File: src/rtl/selftest_monitor.sv
// Hardware self-test bookkeeping: counts checker strobes, enforces a RUN watchdog,
// then streams a three-byte verdict (status, pass count, fail count) over valid/ready.
module selftest_monitor #(
  parameter int TIMEOUT_CYCLES = 5000
) (
  input  logic       CLK,
  input  logic       RST,
  input  logic       START,
  input  logic       CHECK_VALID,
  input  logic       CHECK_OK,
  input  logic       DONE,
  output logic       BUSY,
  output logic       ALL_OK,
  output logic       TIMED_OUT,
  output logic       EXIT_CODE,
  output logic       FINISHED,
  output logic [7:0] PASS_COUNT,
  output logic [7:0] FAIL_COUNT,
  output logic [7:0] OUT_DATA,
  output logic       OUT_VALID,
  input  logic       OUT_READY
);

  localparam int CW = $clog2(TIMEOUT_CYCLES + 1);
  localparam logic [CW-1:0] CYC_LAST = CW'(TIMEOUT_CYCLES - 1);

  typedef enum logic [1:0] {IDLE, RUN, REPORT, HALT} state_t;

  state_t        state, state_nxt;
  logic [CW-1:0] cyc;
  logic [1:0]    idx;
  logic          start_go, expire, hs;

  assign OUT_VALID = (state == REPORT);
  assign hs        = OUT_VALID && OUT_READY;
  assign BUSY      = (state == RUN) || (state == REPORT);
  assign FINISHED  = (state == HALT);
  assign EXIT_CODE = FINISHED && !ALL_OK;

  always_comb begin
    state_nxt = state;
    start_go  = 1'b0;
    expire    = 1'b0;
    case (state)
      IDLE, HALT: begin
        if (START) begin
          start_go  = 1'b1;
          state_nxt = RUN;
        end
      end
      RUN: begin
        // DONE has priority over a coincident watchdog expiry
        if (DONE) begin
          state_nxt = REPORT;
        end else if (cyc == CYC_LAST) begin
          expire    = 1'b1;
          state_nxt = REPORT;
        end
      end
      REPORT: begin
        if (hs && idx == 2'd2) state_nxt = HALT;
      end
      default: state_nxt = IDLE;
    endcase
  end

  always_ff @(posedge CLK) begin
    if (RST) state <= IDLE;
    else     state <= state_nxt;
  end

  always_ff @(posedge CLK) begin
    if (RST) begin
      ALL_OK     <= 1'b1;
      TIMED_OUT  <= 1'b0;
      PASS_COUNT <= 8'd0;
      FAIL_COUNT <= 8'd0;
      cyc        <= '0;
      idx        <= 2'd0;
    end else begin
      if (start_go) begin
        ALL_OK     <= 1'b1;
        TIMED_OUT  <= 1'b0;
        PASS_COUNT <= 8'd0;
        FAIL_COUNT <= 8'd0;
        cyc        <= '0;
        idx        <= 2'd0;
      end
      if (state == RUN) begin
        if (CHECK_VALID) begin
          if (CHECK_OK) begin
            if (PASS_COUNT != 8'hFF) PASS_COUNT <= PASS_COUNT + 8'd1;
          end else begin
            if (FAIL_COUNT != 8'hFF) FAIL_COUNT <= FAIL_COUNT + 8'd1;
            ALL_OK <= 1'b0;
          end
        end
        if (expire) begin
          TIMED_OUT <= 1'b1;
          ALL_OK    <= 1'b0;
        end else if (!DONE) begin
          cyc <= cyc + CW'(1);
        end
      end
      if (hs) idx <= (idx == 2'd2) ? 2'd0 : idx + 2'd1;
    end
  end

  // Byte mux reads only registers frozen during REPORT, so a stalled byte holds
  always_comb begin
    OUT_DATA = 8'h00;
    if (state == REPORT) begin
      case (idx)
        2'd0:    OUT_DATA = TIMED_OUT ? 8'h54 : (!ALL_OK ? 8'h46 : 8'h50);
        2'd1:    OUT_DATA = PASS_COUNT;
        default: OUT_DATA = FAIL_COUNT;
      endcase
    end
  end

endmodule

File: config.mk
export PLATFORM = sky130hd
export DESIGN_NAME = selftest_monitor
export DESIGN_NICKNAME = d
export VERILOG_FILES = /design/src/rtl/selftest_monitor.sv
export SDC_FILE = /design/constraint.sdc
export NUM_CORES = 1
export LEC_CHECK = 0
export ABC_CLOCK_PERIOD_IN_PS = 2160
export CORE_MARGIN = 1
export CORE_UTILIZATION = 53
export DETAILED_ROUTE_END_ITERATION = 12
export PLACE_DENSITY = 0.89
export SETUP_SLACK_MARGIN = 0.15
export SYNTH_ARGS = -nofsm -noshare
export SYNTH_HDL_FRONTEND = slang
export SYNTH_SLANG_ARGS = --single-unit
File: constraint.sdc
create_clock -name CLK -period 2.16 [get_ports CLK]
set_input_delay 0.432 -clock CLK [delete_from_list [all_inputs] [get_ports CLK]]
set_output_delay 0.432 -clock CLK [all_outputs]
set_load 0.05 [all_outputs]
==> summary.md <==
| Metric | Value |
|---|---|
| Worst reg-to-reg setup slack | `around 0.23 ns` |
| Status | `finished clean` |
| Clock latency on the worst-skew pair | `slightly below 0.3 ns` |
| Required @ worst endpoint | `approximately 1.7 ns` |
| Number of clock sinks | `35` |
| Ports | `37` |
| Cells along the critical path | `clkdlybuf4s50_1` |
| Count of state elements after synthesis | `35` |
| Filler Cells Inserted | `272` |
| Sequential Power Share | `0.347` |
| Parity-gate share of the synthesized area counting xor and xnor cells | `0` |
| Number of antenna violations at the first check in global routing | `0` |
| Total of endpoints with negative setup slack in the final report | `0` |
| Part of the cycle the worst path needs | `0.912` |
| EDFF count, synth | `0` |
| Area fraction in compound gates after synthesis | `0.256` |
| Clock network power share | `0.221` |
| Count of maximum capacitance violations | `0` |
| Peak Freq | `about 510 MHz` |
| Remaining routing DRC violations | `0` |
| Half-perimeter wire length after detailed placement | `~4.6 mm` |
| Buffer levels on the longest clock path | `2` |
| Master of the slowest instance on the critical path | `clkdlybuf4s50_1` |
| Row Count | `22` |
| Count of buffering cells on the critical path with inverters included | `1` |
| Number of optimization iterations in the first detailed-route pass | `4` |
| Net total in the final layout | `~330` |
| Internal power component | `about 1.2 mW` |
| Combinational family with the most area after synthesis | `simple AND/OR/NAND/NOR gates` |
| Antenna Violating Nets Remaining | `0` |
| Total grt overflow | `0` |
| Tightest Hold Check Type | `register to register` |
| Standard cell core area | `~3800 µm²` |
| Combinational Power Share | `0.432` |
| Pins over their slew limit | `0` |
| Detailed-route wire length per cell | `18.1 µm` |
| Antenna Diode Count | `0` |
| Horiz. Die Dim | `about 66 µm` |
| First-pass GRT wire length | `between 10 and 15 mm` |
| Power per standard cell area | `726 nW/µm²` |
| Cells after synthesis | `between 200 and 300` |
| Share of synthesized cell area in and, or, nand and nor gates | `0.322` |
| Hold buffer count at cts | `0` |
| Class of the most critical setup path | `register to output pin` |
| Number of DRC violations after detailed-routing iteration 0 | `between 200 and 250` |
| Tightest Pin Transition | `around 0.53 ns` |
| Combined area of all synthesized cells | `roughly 2200 µm²` |
| Synthesized-area fraction occupied by adder cells | `0.0346` |
| Average via count per standard cell | `around 6.7` |
| Share of the yosys chip area belonging to registers | `0.323` |
| Arrival time reported for the critical path endpoint | `between 1.5 and 2 ns` |
| Vias in the first global route | `between 2k and 2.5k` |
| Leakage power summed over all cells | `between 1 and 1.5 nW` |
| Total of warnings raised by yosys | `0` |
| Chip height | `between 60 and 70 µm` |
| Overall routing resource usage | `0.315` |
| Largest voltage drop on the vdd net | `about 0.59 mV` |
| Initial standard-cell utilization of the core | `0.571` |
| Prevailing post-synth register cell | `dfxtp_1` |
| Clock Skew | `0.00350 ns` |
| Count of unique library cells instantiated by Yosys | `between 50 and 60` |
| Maximum number of pins on one net before global-route repair | `26` |
| Gp weighted congestion | `roughly 0.92` |
| Area enclosed by the die boundary | `4350 µm²` |
| RSZ-0062 raised after global routing | `no` |
| Sw frac | `0.400` |
| Switching power total | `832 µW` |
| Worst setup EP type | `output pin` |
| Clock transition at the register clock pins on the worst setup and hold paths after CTS | `0.07 ns` |
| Total of buffers placed on input and output ports | `36` |
| Worst hold slack after final layout | `around 0.5 ns` |
| Stage delay of the slowest cell on the critical path | `~0.83 ns` |
| Overall via count from detail_route | `~2.4k` |
| Final hold violation count | `0` |
| Startpoint types | `register` |
| Share of final-layout standard cells stronger than drive strength 1 | `0.172` |
| Fin crit period | `about 2 ns` |
| Total length of routed wires | `about 6.5 mm` |
| Setup TNS Final | `0 ns` |
| Area Overhead vs Synth | `32.1%` |
| Number of buffers added by the clock tree synthesis step | `5` |
| Mean instance size in the synthesized netlist | `approximately 8.0 µm²` |
| Clk root buf | `clkbuf_8` |
| Highest net fanout along the worst path | `5` |
| Post-synthesis async set-or-reset flop share | `0` |
| Family with the most delay on the worst path | `buffers and inverters` |
| Tightest slew margin relative to the limit | `0.648` |
| H-tree levels | `2` |
| Number of nets produced by synthesis | `roughly 280` |
| Share of cell area taken by muxes after synthesis | `0.0144` |
| CTS tree | `done` |
[cell families after synthesis]
| logic type | after synthesis |
|---|---|
| simple gates | 122 |
| compound gates | 78 |
| mux | 3 |
| buf+inv | 26 |
| fa+ha+maj | 6 |
| flops | 35 |
[state kept, by name, indices dropped and copies added (netlist names)]
register    flops
PASS_COUNT      8
FAIL_COUNT      8
state           2
idx             2
TIMED_OUT       1
cyc            13
ALL_OK          1
[stage by stage]
step           cell area, µm²  cells   util  power, mW  setup WS, ns
2_1_floorplan            2210    270      -       1.29         0.216
3_3_place_gp             2750    352  0.724       1.56         0.186
3_5_place_dp             2750    352  0.724       1.58         0.124
4_1_cts                  2830    360  0.745       2.06         0.150
5_1_grt                  2870    362  0.754       2.18         0.158
6_report                 2870    362  0.754       2.08         0.190
[path summary, 6_finish.rpt]
kind	cells past startpoint	endpoint	startpoint
worst max register to register	4	cyc[12]	cyc[12]
worst max-delay path	1	PASS_COUNT[6]	PASS_COUNT[6]
worst min-delay path	2	cyc[1]	cyc[1]
worst min register to register	2	cyc[1]	cyc[1]
[Yosys cell counts, types with 7 or more instances]
library cell / instances / area [µm²]
a21oi_1: 26 / 130
a31oi_1: 7 / 43.8
and3_1: 12 / 75.1
clkbuf_1: 11 / 41.3
dfxtp_1: 35 / 701
inv_1: 9 / 33.8
nand2_1: 19 / 71.3
nand3_1: 29 / 145
nor2_1: 7 / 26.3
nor2b_1: 9 / 56.3
nor3_1: 10 / 50.1
o21ai_0: 9 / 45.0
[routing by layer]
| metal | global-route usage | wire length, µm | vias up |
|---|---|---|---|
| met5 | 0 | 0 | - |
| met1 | 0.408 | 2680 | 1126 |
| met3 | 0.0621 | 597 | 25 |
| met2 | 0.478 | 3010 | 138 |
| li1 | - | - | 1134 |
| met4 | 0.189 | 255 | 0 |
[power groups by stage]
stage               registers [mW]  logic, mW  clock network, mW
floorplan                    0.744      0.542                  0
global placement             0.731      0.832                  0
detailed placement           0.733      0.850                  0
CTS                          0.720      0.869              0.467
global route                 0.729      0.961              0.491
finish                       0.722      0.899              0.459
[tightest hold or removal path, cell delays in order, from the launching register on]
cell	delay, ns
dfxtp_1	0.33
nand3_1	0.07
a21oi_1	0.06
[repair_timing]
item / CTS / global route
pin swaps: 0 / 1
endpoints found under the setup margin: 13 / 19
setup buffers: 0 / 2
resized for setup: 14 / 8
[layout make-up]
class                   instances  area (µm²)  share of cell area
multi-input cells             209        1420               0.495
flip-flops and latches         35         703               0.245
repair buffers                 52         564               0.197
clock buffers                   7        76.3              0.0266
well taps                      48        60.1              0.0210
inverters                      10        37.5              0.0131
clock inverters                 1        5.00             0.00175
[layout by cell type, fill, tap and decap left out, drive strengths merged, types with 4 or more instances in the layout]
| cell type | instances |
|---|---|
| a311oi | 6 |
| clkbuf | 7 |
| nor2b | 9 |
| a22oi | 5 |
| nor2 | 7 |
| nand4 | 6 |
| dfxtp | 35 |
| nor3 | 11 |
| inv | 10 |
| buf | 27 |
| and3 | 12 |
| a31oi | 7 |
| dlymetal6s2s | 5 |
| a21oi | 26 |
| and4 | 5 |
| o21ai | 9 |
| nor4 | 4 |
| ha | 6 |
| or3 | 5 |
| nand2 | 19 |
| clkdlybuf4s50 | 9 |
| dlygate4sd2 | 11 |
| a211o | 4 |
| nand3 | 29 |
Power figures use the tool's default switching activity.
